### src/rtl/cpu_pkg.sv
// ============================================================================
// Module      : cpu_pkg
// Description : Shared opcodes, FSM state encoding, ALU/bus select codes and
//               the control-strobe bundle used by control_unit and data_path.
// Revision    : 1.0 - initial release
// ============================================================================
`default_nettype none

package cpu_pkg;

    localparam logic [7:0] c_OP_LDA_IMM = 8'h86;
    localparam logic [7:0] c_OP_LDA_DIR = 8'h87;
    localparam logic [7:0] c_OP_LDB_IMM = 8'h88;
    localparam logic [7:0] c_OP_LDB_DIR = 8'h89;
    localparam logic [7:0] c_OP_STA_DIR = 8'h96;
    localparam logic [7:0] c_OP_STB_DIR = 8'h97;
    localparam logic [7:0] c_OP_ADD_AB  = 8'h42;
    localparam logic [7:0] c_OP_SUB_AB  = 8'h43;
    localparam logic [7:0] c_OP_AND_AB  = 8'h44;
    localparam logic [7:0] c_OP_OR_AB   = 8'h45;
    localparam logic [7:0] c_OP_BRA     = 8'h20;
    localparam logic [7:0] c_OP_BEQ     = 8'h23;
    localparam logic [7:0] c_OP_BMI     = 8'h21;

    localparam logic [2:0] c_ALU_ADD = 3'b000;
    localparam logic [2:0] c_ALU_SUB = 3'b010;
    localparam logic [2:0] c_ALU_AND = 3'b100;
    localparam logic [2:0] c_ALU_OR  = 3'b101;

    localparam logic [1:0] c_BUS1_PC = 2'b00;
    localparam logic [1:0] c_BUS1_A  = 2'b01;
    localparam logic [1:0] c_BUS1_B  = 2'b10;

    localparam logic [1:0] c_BUS2_ALU  = 2'b00;
    localparam logic [1:0] c_BUS2_BUS1 = 2'b01;
    localparam logic [1:0] c_BUS2_MEM  = 2'b10;

    // CCR_Result bit positions: {N,Z,V,C}
    localparam int c_FLAG_N = 3;
    localparam int c_FLAG_Z = 2;

    localparam int c_STATE_W = 6;

    typedef enum logic [c_STATE_W-1:0] {
        S_FETCH_0, S_FETCH_1, S_FETCH_2, S_DECODE_3,
        S_LDA_IMM_4, S_LDA_IMM_5, S_LDA_IMM_6,
        S_LDB_IMM_4, S_LDB_IMM_5, S_LDB_IMM_6,
        S_LDA_DIR_4, S_LDA_DIR_5, S_LDA_DIR_6, S_LDA_DIR_7, S_LDA_DIR_8,
        S_LDB_DIR_4, S_LDB_DIR_5, S_LDB_DIR_6, S_LDB_DIR_7, S_LDB_DIR_8,
        S_STA_DIR_4, S_STA_DIR_5, S_STA_DIR_6, S_STA_DIR_7,
        S_STB_DIR_4, S_STB_DIR_5, S_STB_DIR_6, S_STB_DIR_7,
        S_ADD_AB_4, S_SUB_AB_4, S_AND_AB_4, S_OR_AB_4,
        S_BRA_4, S_BRA_5, S_BRA_6, S_BCC_4
    } state_t;

    typedef struct packed {
        logic       ir_load;
        logic       mar_load;
        logic       pc_load;
        logic       pc_inc;
        logic       a_load;
        logic       b_load;
        logic       ccr_load;
        logic [2:0] alu_sel;
        logic [1:0] bus1_sel;
        logic [1:0] bus2_sel;
        logic       write;
    } ctrl_t;

    // MAR <- PC: the address-phase pattern shared by fetch and most operands
    function automatic ctrl_t f_mar_from_pc();
        ctrl_t ctrl;
        ctrl          = '0;
        ctrl.bus1_sel = c_BUS1_PC;
        ctrl.bus2_sel = c_BUS2_BUS1;
        ctrl.mar_load = 1'b1;
        return ctrl;
    endfunction

endpackage

`default_nettype wire

### src/rtl/instr_decode.sv
// ============================================================================
// Module      : instr_decode
// Description : Combinational opcode decode to the first execute state.
//               Macro BRANCH_COND_EN enables BEQ/BMI condition evaluation.
// Revision    : 1.0 - initial release
// ============================================================================
`default_nettype none

module instr_decode
    import cpu_pkg::*;
(
    input  logic [7:0] i_ir,
    input  logic [3:0] i_ccr,
`ifdef BRANCH_COND_EN
    output logic       o_branch_taken,
`endif
    output state_t     o_entry_state
);

    always_comb begin
        o_entry_state = S_FETCH_0;
        case (i_ir)
            c_OP_LDA_IMM: o_entry_state = S_LDA_IMM_4;
            c_OP_LDA_DIR: o_entry_state = S_LDA_DIR_4;
            c_OP_LDB_IMM: o_entry_state = S_LDB_IMM_4;
            c_OP_LDB_DIR: o_entry_state = S_LDB_DIR_4;
            c_OP_STA_DIR: o_entry_state = S_STA_DIR_4;
            c_OP_STB_DIR: o_entry_state = S_STB_DIR_4;
            c_OP_ADD_AB:  o_entry_state = S_ADD_AB_4;
            c_OP_SUB_AB:  o_entry_state = S_SUB_AB_4;
            c_OP_AND_AB:  o_entry_state = S_AND_AB_4;
            c_OP_OR_AB:   o_entry_state = S_OR_AB_4;
            c_OP_BRA:     o_entry_state = S_BRA_4;
`ifdef BRANCH_COND_EN
            c_OP_BEQ,
            c_OP_BMI:     o_entry_state = S_BCC_4;
`endif
            default:      o_entry_state = S_FETCH_0;
        endcase
    end

`ifdef BRANCH_COND_EN
    assign o_branch_taken = ((i_ir == c_OP_BEQ) && i_ccr[c_FLAG_Z]) ||
                            ((i_ir == c_OP_BMI) && i_ccr[c_FLAG_N]);

    logic w_unused_flags;
    assign w_unused_flags = ^i_ccr[1:0];
`else
    // Flags only matter for conditional branches
    logic w_unused_flags;
    assign w_unused_flags = ^i_ccr;
`endif

endmodule

`default_nettype wire

### src/rtl/control_unit.sv
// ============================================================================
// Module      : control_unit
// Description : Moore FSM sequencing fetch/decode/execute strobes for the CPU
//               datapath. Macro BRANCH_COND_EN enables BEQ/BMI.
// Revision    : 1.0 - initial release
// ============================================================================
`default_nettype none

module control_unit
    import cpu_pkg::*;
(
    input  logic       clk,
    input  logic       reset,
    input  logic [7:0] IR,
    input  logic [3:0] CCR_Result,
    output logic       IR_Load,
    output logic       MAR_Load,
    output logic       PC_Load,
    output logic       PC_Inc,
    output logic       A_Load,
    output logic       B_Load,
    output logic       CCR_Load,
    output logic [2:0] ALU_Sel,
    output logic [1:0] Bus1_Sel,
    output logic [1:0] Bus2_Sel,
    output logic       write
);

    state_t r_state;
    state_t w_next_state;
    state_t w_entry_state;
    ctrl_t  w_ctrl;
    ctrl_t  w_out;

`ifdef BRANCH_COND_EN
    logic w_branch_taken;
    logic r_branch_taken;

    instr_decode u_instr_decode (
        .i_ir           (IR),
        .i_ccr          (CCR_Result),
        .o_branch_taken (w_branch_taken),
        .o_entry_state  (w_entry_state)
    );

    // Condition is frozen at decode so later flag changes cannot redirect it
    always_ff @(posedge clk or posedge reset) begin
        if (reset)
            r_branch_taken <= 1'b0;
        else if (r_state == S_DECODE_3)
            r_branch_taken <= w_branch_taken;
    end
`else
    instr_decode u_instr_decode (
        .i_ir          (IR),
        .i_ccr         (CCR_Result),
        .o_entry_state (w_entry_state)
    );
`endif

    always_ff @(posedge clk or posedge reset) begin
        if (reset)
            r_state <= S_FETCH_0;
        else
            r_state <= w_next_state;
    end

    always_comb begin
        w_next_state = S_FETCH_0;
        w_ctrl       = '0;
        case (r_state)
            S_FETCH_0:   begin w_ctrl = f_mar_from_pc(); w_next_state = S_FETCH_1; end
            S_FETCH_1:   begin w_ctrl.pc_inc = 1'b1; w_next_state = S_FETCH_2; end
            S_FETCH_2:   begin
                w_ctrl.bus2_sel = c_BUS2_MEM;
                w_ctrl.ir_load  = 1'b1;
                w_next_state    = S_DECODE_3;
            end
            S_DECODE_3:  w_next_state = w_entry_state;

            S_LDA_IMM_4: begin w_ctrl = f_mar_from_pc(); w_next_state = S_LDA_IMM_5; end
            S_LDA_IMM_5: begin w_ctrl.pc_inc = 1'b1; w_next_state = S_LDA_IMM_6; end
            S_LDA_IMM_6: begin w_ctrl.bus2_sel = c_BUS2_MEM; w_ctrl.a_load = 1'b1; end

            S_LDB_IMM_4: begin w_ctrl = f_mar_from_pc(); w_next_state = S_LDB_IMM_5; end
            S_LDB_IMM_5: begin w_ctrl.pc_inc = 1'b1; w_next_state = S_LDB_IMM_6; end
            S_LDB_IMM_6: begin w_ctrl.bus2_sel = c_BUS2_MEM; w_ctrl.b_load = 1'b1; end

            // Direct modes: operand byte becomes the effective address in MAR
            S_LDA_DIR_4: begin w_ctrl = f_mar_from_pc(); w_next_state = S_LDA_DIR_5; end
            S_LDA_DIR_5: begin w_ctrl.pc_inc = 1'b1; w_next_state = S_LDA_DIR_6; end
            S_LDA_DIR_6: begin
                w_ctrl.bus2_sel = c_BUS2_MEM;
                w_ctrl.mar_load = 1'b1;
                w_next_state    = S_LDA_DIR_7;
            end
            S_LDA_DIR_7: w_next_state = S_LDA_DIR_8;
            S_LDA_DIR_8: begin w_ctrl.bus2_sel = c_BUS2_MEM; w_ctrl.a_load = 1'b1; end

            S_LDB_DIR_4: begin w_ctrl = f_mar_from_pc(); w_next_state = S_LDB_DIR_5; end
            S_LDB_DIR_5: begin w_ctrl.pc_inc = 1'b1; w_next_state = S_LDB_DIR_6; end
            S_LDB_DIR_6: begin
                w_ctrl.bus2_sel = c_BUS2_MEM;
                w_ctrl.mar_load = 1'b1;
                w_next_state    = S_LDB_DIR_7;
            end
            S_LDB_DIR_7: w_next_state = S_LDB_DIR_8;
            S_LDB_DIR_8: begin w_ctrl.bus2_sel = c_BUS2_MEM; w_ctrl.b_load = 1'b1; end

            S_STA_DIR_4: begin w_ctrl = f_mar_from_pc(); w_next_state = S_STA_DIR_5; end
            S_STA_DIR_5: begin w_ctrl.pc_inc = 1'b1; w_next_state = S_STA_DIR_6; end
            S_STA_DIR_6: begin
                w_ctrl.bus2_sel = c_BUS2_MEM;
                w_ctrl.mar_load = 1'b1;
                w_next_state    = S_STA_DIR_7;
            end
            S_STA_DIR_7: begin w_ctrl.bus1_sel = c_BUS1_A; w_ctrl.write = 1'b1; end

            S_STB_DIR_4: begin w_ctrl = f_mar_from_pc(); w_next_state = S_STB_DIR_5; end
            S_STB_DIR_5: begin w_ctrl.pc_inc = 1'b1; w_next_state = S_STB_DIR_6; end
            S_STB_DIR_6: begin
                w_ctrl.bus2_sel = c_BUS2_MEM;
                w_ctrl.mar_load = 1'b1;
                w_next_state    = S_STB_DIR_7;
            end
            S_STB_DIR_7: begin w_ctrl.bus1_sel = c_BUS1_B; w_ctrl.write = 1'b1; end

            S_ADD_AB_4, S_SUB_AB_4, S_AND_AB_4, S_OR_AB_4: begin
                w_ctrl.bus1_sel = c_BUS1_B;
                w_ctrl.bus2_sel = c_BUS2_ALU;
                w_ctrl.a_load   = 1'b1;
                w_ctrl.ccr_load = 1'b1;
                case (r_state)
                    S_SUB_AB_4: w_ctrl.alu_sel = c_ALU_SUB;
                    S_AND_AB_4: w_ctrl.alu_sel = c_ALU_AND;
                    S_OR_AB_4:  w_ctrl.alu_sel = c_ALU_OR;
                    default:    w_ctrl.alu_sel = c_ALU_ADD;
                endcase
            end

            S_BRA_4:     begin w_ctrl = f_mar_from_pc(); w_next_state = S_BRA_5; end
            S_BRA_5:     w_next_state = S_BRA_6;
            S_BRA_6:     begin w_ctrl.bus2_sel = c_BUS2_MEM; w_ctrl.pc_load = 1'b1; end
`ifdef BRANCH_COND_EN
            S_BCC_4: begin
                if (r_branch_taken) begin
                    w_ctrl       = f_mar_from_pc();
                    w_next_state = S_BRA_5;
                end else begin
                    w_ctrl.pc_inc = 1'b1;
                end
            end
`endif
            default:     w_next_state = S_FETCH_0;
        endcase
    end

    // Reset silences every strobe at once, without waiting for a clock edge
    assign w_out = reset ? '0 : w_ctrl;

    assign IR_Load  = w_out.ir_load;
    assign MAR_Load = w_out.mar_load;
    assign PC_Load  = w_out.pc_load;
    assign PC_Inc   = w_out.pc_inc;
    assign A_Load   = w_out.a_load;
    assign B_Load   = w_out.b_load;
    assign CCR_Load = w_out.ccr_load;
    assign ALU_Sel  = w_out.alu_sel;
    assign Bus1_Sel = w_out.bus1_sel;
    assign Bus2_Sel = w_out.bus2_sel;
    assign write    = w_out.write;

endmodule

`default_nettype wire

### config.mk
export PLATFORM = sky130hd
export DESIGN_NAME = control_unit
export DESIGN_NICKNAME = d
export VERILOG_FILES = /design/src/rtl/cpu_pkg.sv /design/src/rtl/instr_decode.sv /design/src/rtl/control_unit.sv
export SDC_FILE = /design/constraint.sdc
export NUM_CORES = 1
export LEC_CHECK = 0
export BUFFER_PORTS_ARGS = -buffer_cell sky130_fd_sc_hd__buf_4
export CORE_AREA = 8 8 52 59
export DETAILED_ROUTE_END_ITERATION = 12
export DIE_AREA = 0 0 60 67
export PLACE_DENSITY_LB_ADDON = 0.15
export SETUP_SLACK_MARGIN = 0.15
export SYNTH_ARGS = -nofsm -noshare
export SYNTH_HDL_FRONTEND = slang
export SYNTH_SLANG_ARGS = --single-unit
### constraint.sdc
create_clock -name clk -period 1.9 [get_ports clk]
set_input_delay 0.095 -clock clk [delete_from_list [all_inputs] [get_ports clk]]
set_output_delay 0.095 -clock clk [all_outputs]
set_load 0.02 [all_outputs]
==> metrics.md <==
| Metric | Value |
|---|---|
| Worst clock skew | 0.006368 ns |
| Commonest register cell after synthesis | sky130_fd_sc_hd__dfrtp_1 |
| Largest net degree at the start of global routing | 19 |
| Number of hold violations in the final report | 0 |
| Pins Over Slew Limit | 0 |
| Diode count | 0 |
| Final design area excluding fillers | 1464 um^2 |
| First-pass GRT wire length | 4843 um |
| Half-perimeter wire length of the detailed placement result | 2271 um |
| Crit path DAT | 1.71 ns |
| Layout Area Growth over Synthesis | 44.80% |
| Number of global-route vias before repair | 1156 |
| Root Buffer | sky130_fd_sc_hd__clkbuf_4 |
| Post-route DRC violation count | 0 |
| Number of library cell types mapped by synthesis | 50 |
| Sum of routed wire length over all layers | 3237 um |
| Number of antenna violations at the first check in global routing | 0 |
| Largest registers in the final layout | r_state x6 |
| Detailed-route via count | 1245 |
| Final RePlAce weighted congestion | 0.8646 |
| Area of placed instances | 1237 um^2 |
| Average detailed-routed wire length per instance | 15.64 um |
| Rows | 18 |
| Worst slew slack as a fraction of its limit | 55.27% |
| Setup repair after global routing missed its margin | true |
| Required time of the critical path | 1.80 ns |
| Port Buf Inserts | 24 |
| Warnings from Yosys | 0 |
| Area enclosed by the die boundary | 4020 um^2 |
| Shortest clock period the worst path allows after layout | 1.800 ns |
| Global routing usage summed across all routing layers | 15.03% |
| Clock latency at the later pin of the worst-skew pair | 0.26 ns |
| Chip Height | 67 um |
| CTS tree | done |
| Async SR Flop Fraction | 100.0% |
| Final core occ | 68.42% |
| Syn Nets | 160 |
| Starting Density | 47.25% |
| Final-layout setup total negative slack | 0 ns |
| Power density over the cells | 1397 nW/um^2 |
| Final worst path period share | 94.76% |
| Overflow left after global routing | 0 |
| I/O pin count | 29 |
| Count of flip-flops with a built-in enable after synthesis | 0 |
| Worst hold slack | 0.1667 ns |
| Worst slack at placement | 0.1222 ns |
| Status | completed |
| Fmax | 0.5554 GHz |
| Clock slew at reported path FFs | 0.05 ns |
| Final setup violation count | 0 |
| Register containing the most flip-flops in the final layout | r_state |
| Mean instance size in the synthesized netlist | 6.924 um^2 |
| Clock Path Buffers | 2 |
| Synth Instances | 146 |
| Peak supply drop | 0.8731 mV |
| Number of nets with antenna violations after detailed routing | 0 |
| Number of flip-flops under the largest register name | 6 |
| Synthesized flop and latch total | 6 |
| Instance count after placement with tap cells included | 195 |
| CP Capture Type | output port |
| Fill cell total of the finished layout | 180 |
| Ratio of routed vias to standard cells | 6.014 |
| Number of clock sinks | 6 |
| Critical Path Fanout Max | 12 |
| PnR worst setup slack | 0.09962 ns |
| Post-synthesis cell area | 1011 um^2 |
| Critical path class | reg2out |
| Post-layout instance count excluding filler cells | 207 |
| Startpoint class of the critical path | register |
| Number of buffers created by CTS | 3 |
| Core outline area | 2140 um^2 |
| Number of H-tree branching levels | 1 |
| Fraction of final layout cells with drive strength greater than 1 | 35.59% |
| Transition time of the tightest slew-check pin | 0.6617 ns |
| Total Power | 2.045 mW |
| Chip width | 60 um |
| Leakage Power | 0.5817 nW |
| First-pass iteration count of the detailed router | 4 |
| Hold Crit Class | in2reg |
| Count of maximum capacitance violations | 0 |
| Sequential share of the synthesized area | 14.85% |
| Initial DRC Count | 51 |
| Final-stage net count | 193 |
## Yosys cell counts, drive strengths merged, types with 3 or more instances
master	n	area, um^2
clkbuf	10	37.54
dfrtp	6	150.1
nand4	4	25.02
a211o	3	26.28
o21ai	9	45.04
nand2b	11	68.82
buf	5	28.78
o211ai	3	22.52
a2111oi	3	45.05
nor2	13	48.80
a21oi	7	35.03
nand2	11	41.29
nor3	4	20.02
nand3	6	30.03
o31ai	4	30.03
nor4b	4	35.03
inv	5	18.76
## final cells by class
| type | count | area, um^2 | area share [%] |
|---|---|---|---|
| Inverter | 5 | 18.77 | 1.282 |
| Multi-Input combinational cell | 120 | 874.6 | 59.74 |
| Timing Repair Buffer | 43 | 357.8 | 24.44 |
| Clock buffer | 3 | 22.52 | 1.538 |
| Sequential cell | 6 | 152.6 | 10.43 |
| Tap cell | 30 | 37.54 | 2.564 |
## cells by family after synthesis
kind of cell,count (synthesis),synth area share (%)
buffers and inverters,20,8.416
flip-flops,6,14.85
AND/OR/NAND/NOR,72,41.21
AO/OA/AOI/OAI,45,32.92
XOR/XNOR,3,2.599
## worst max-delay path, stage by stage (launching register included)
cell and delay [ns]:
sky130_fd_sc_hd__dfrtp_2 0.44, sky130_fd_sc_hd__buf_4 0.20, sky130_fd_sc_hd__nand2b_1 0.15, sky130_fd_sc_hd__nor3_1 0.08, sky130_fd_sc_hd__o31ai_2 0.30, sky130_fd_sc_hd__o21ai_1 0.11, sky130_fd_sc_hd__buf_4 0.17
## per-layer routing
| layer | up-vias | global-route usage [%] | routed length [um] |
|---|---|---|---|
| li1 | 620 | - | - |
| met1 | 589 | 15.59 | 1316 |
| met2 | 30 | 28.34 | 1722 |
| met3 | 6 | 1.927 | 139 |
| met4 | 0 | 7.463 | 58 |
| met5 | - | 0 | 0 |
## worst paths after layout
check / end / cells after the start / slack [ns] / from
min reg2reg: r_state[2]$_DFF_PP0_ / 1 / 0.58 / r_state[5]$_DFF_PP0_
max in group asynchronous: r_state[0]$_DFF_PP0_ / 3 / 1.28 / reset
max reg2reg: r_state[0]$_DFF_PP0_ / 4 / 0.21 / r_state[3]$_DFF_PP0_
min in group asynchronous: r_state[3]$_DFF_PP0_ / 3 / 0.37 / reset
min: r_state[5]$_DFF_PP0_ / 4 / 0.17 / IR[4]
max: Bus2_Sel[1] / 6 / 0.1 / r_state[0]$_DFF_PP0_
## power breakdown
part	leakage, nW	switching, mW	internal [mW]
clock	0.0138	0.0526	0.0719
sequential	0.0751	0.0538	0.181
combinational	0.493	0.891	0.794
## layout by cell type (no fill, tap or decap), drive strengths merged, types with 5 or more instances in the layout
cell / synthesis / routed
nand3: 6 / 6
nand2b: 11 / 11
a21oi: 7 / 7
buf: 5 / 41
o21ai: 9 / 9
nand2: 11 / 11
inv: 5 / 5
dfrtp: 6 / 6
nor2: 13 / 13
## repair_timing
action	CTS	global route
pin swaps	3	6
hold buffers	1	0
setup endpoints to repair	10	8
buffers inserted	0	8
resized for setup	9	19
hold endpoints to repair	6	0
Note: power is estimated with default switching activity, not from simulation.
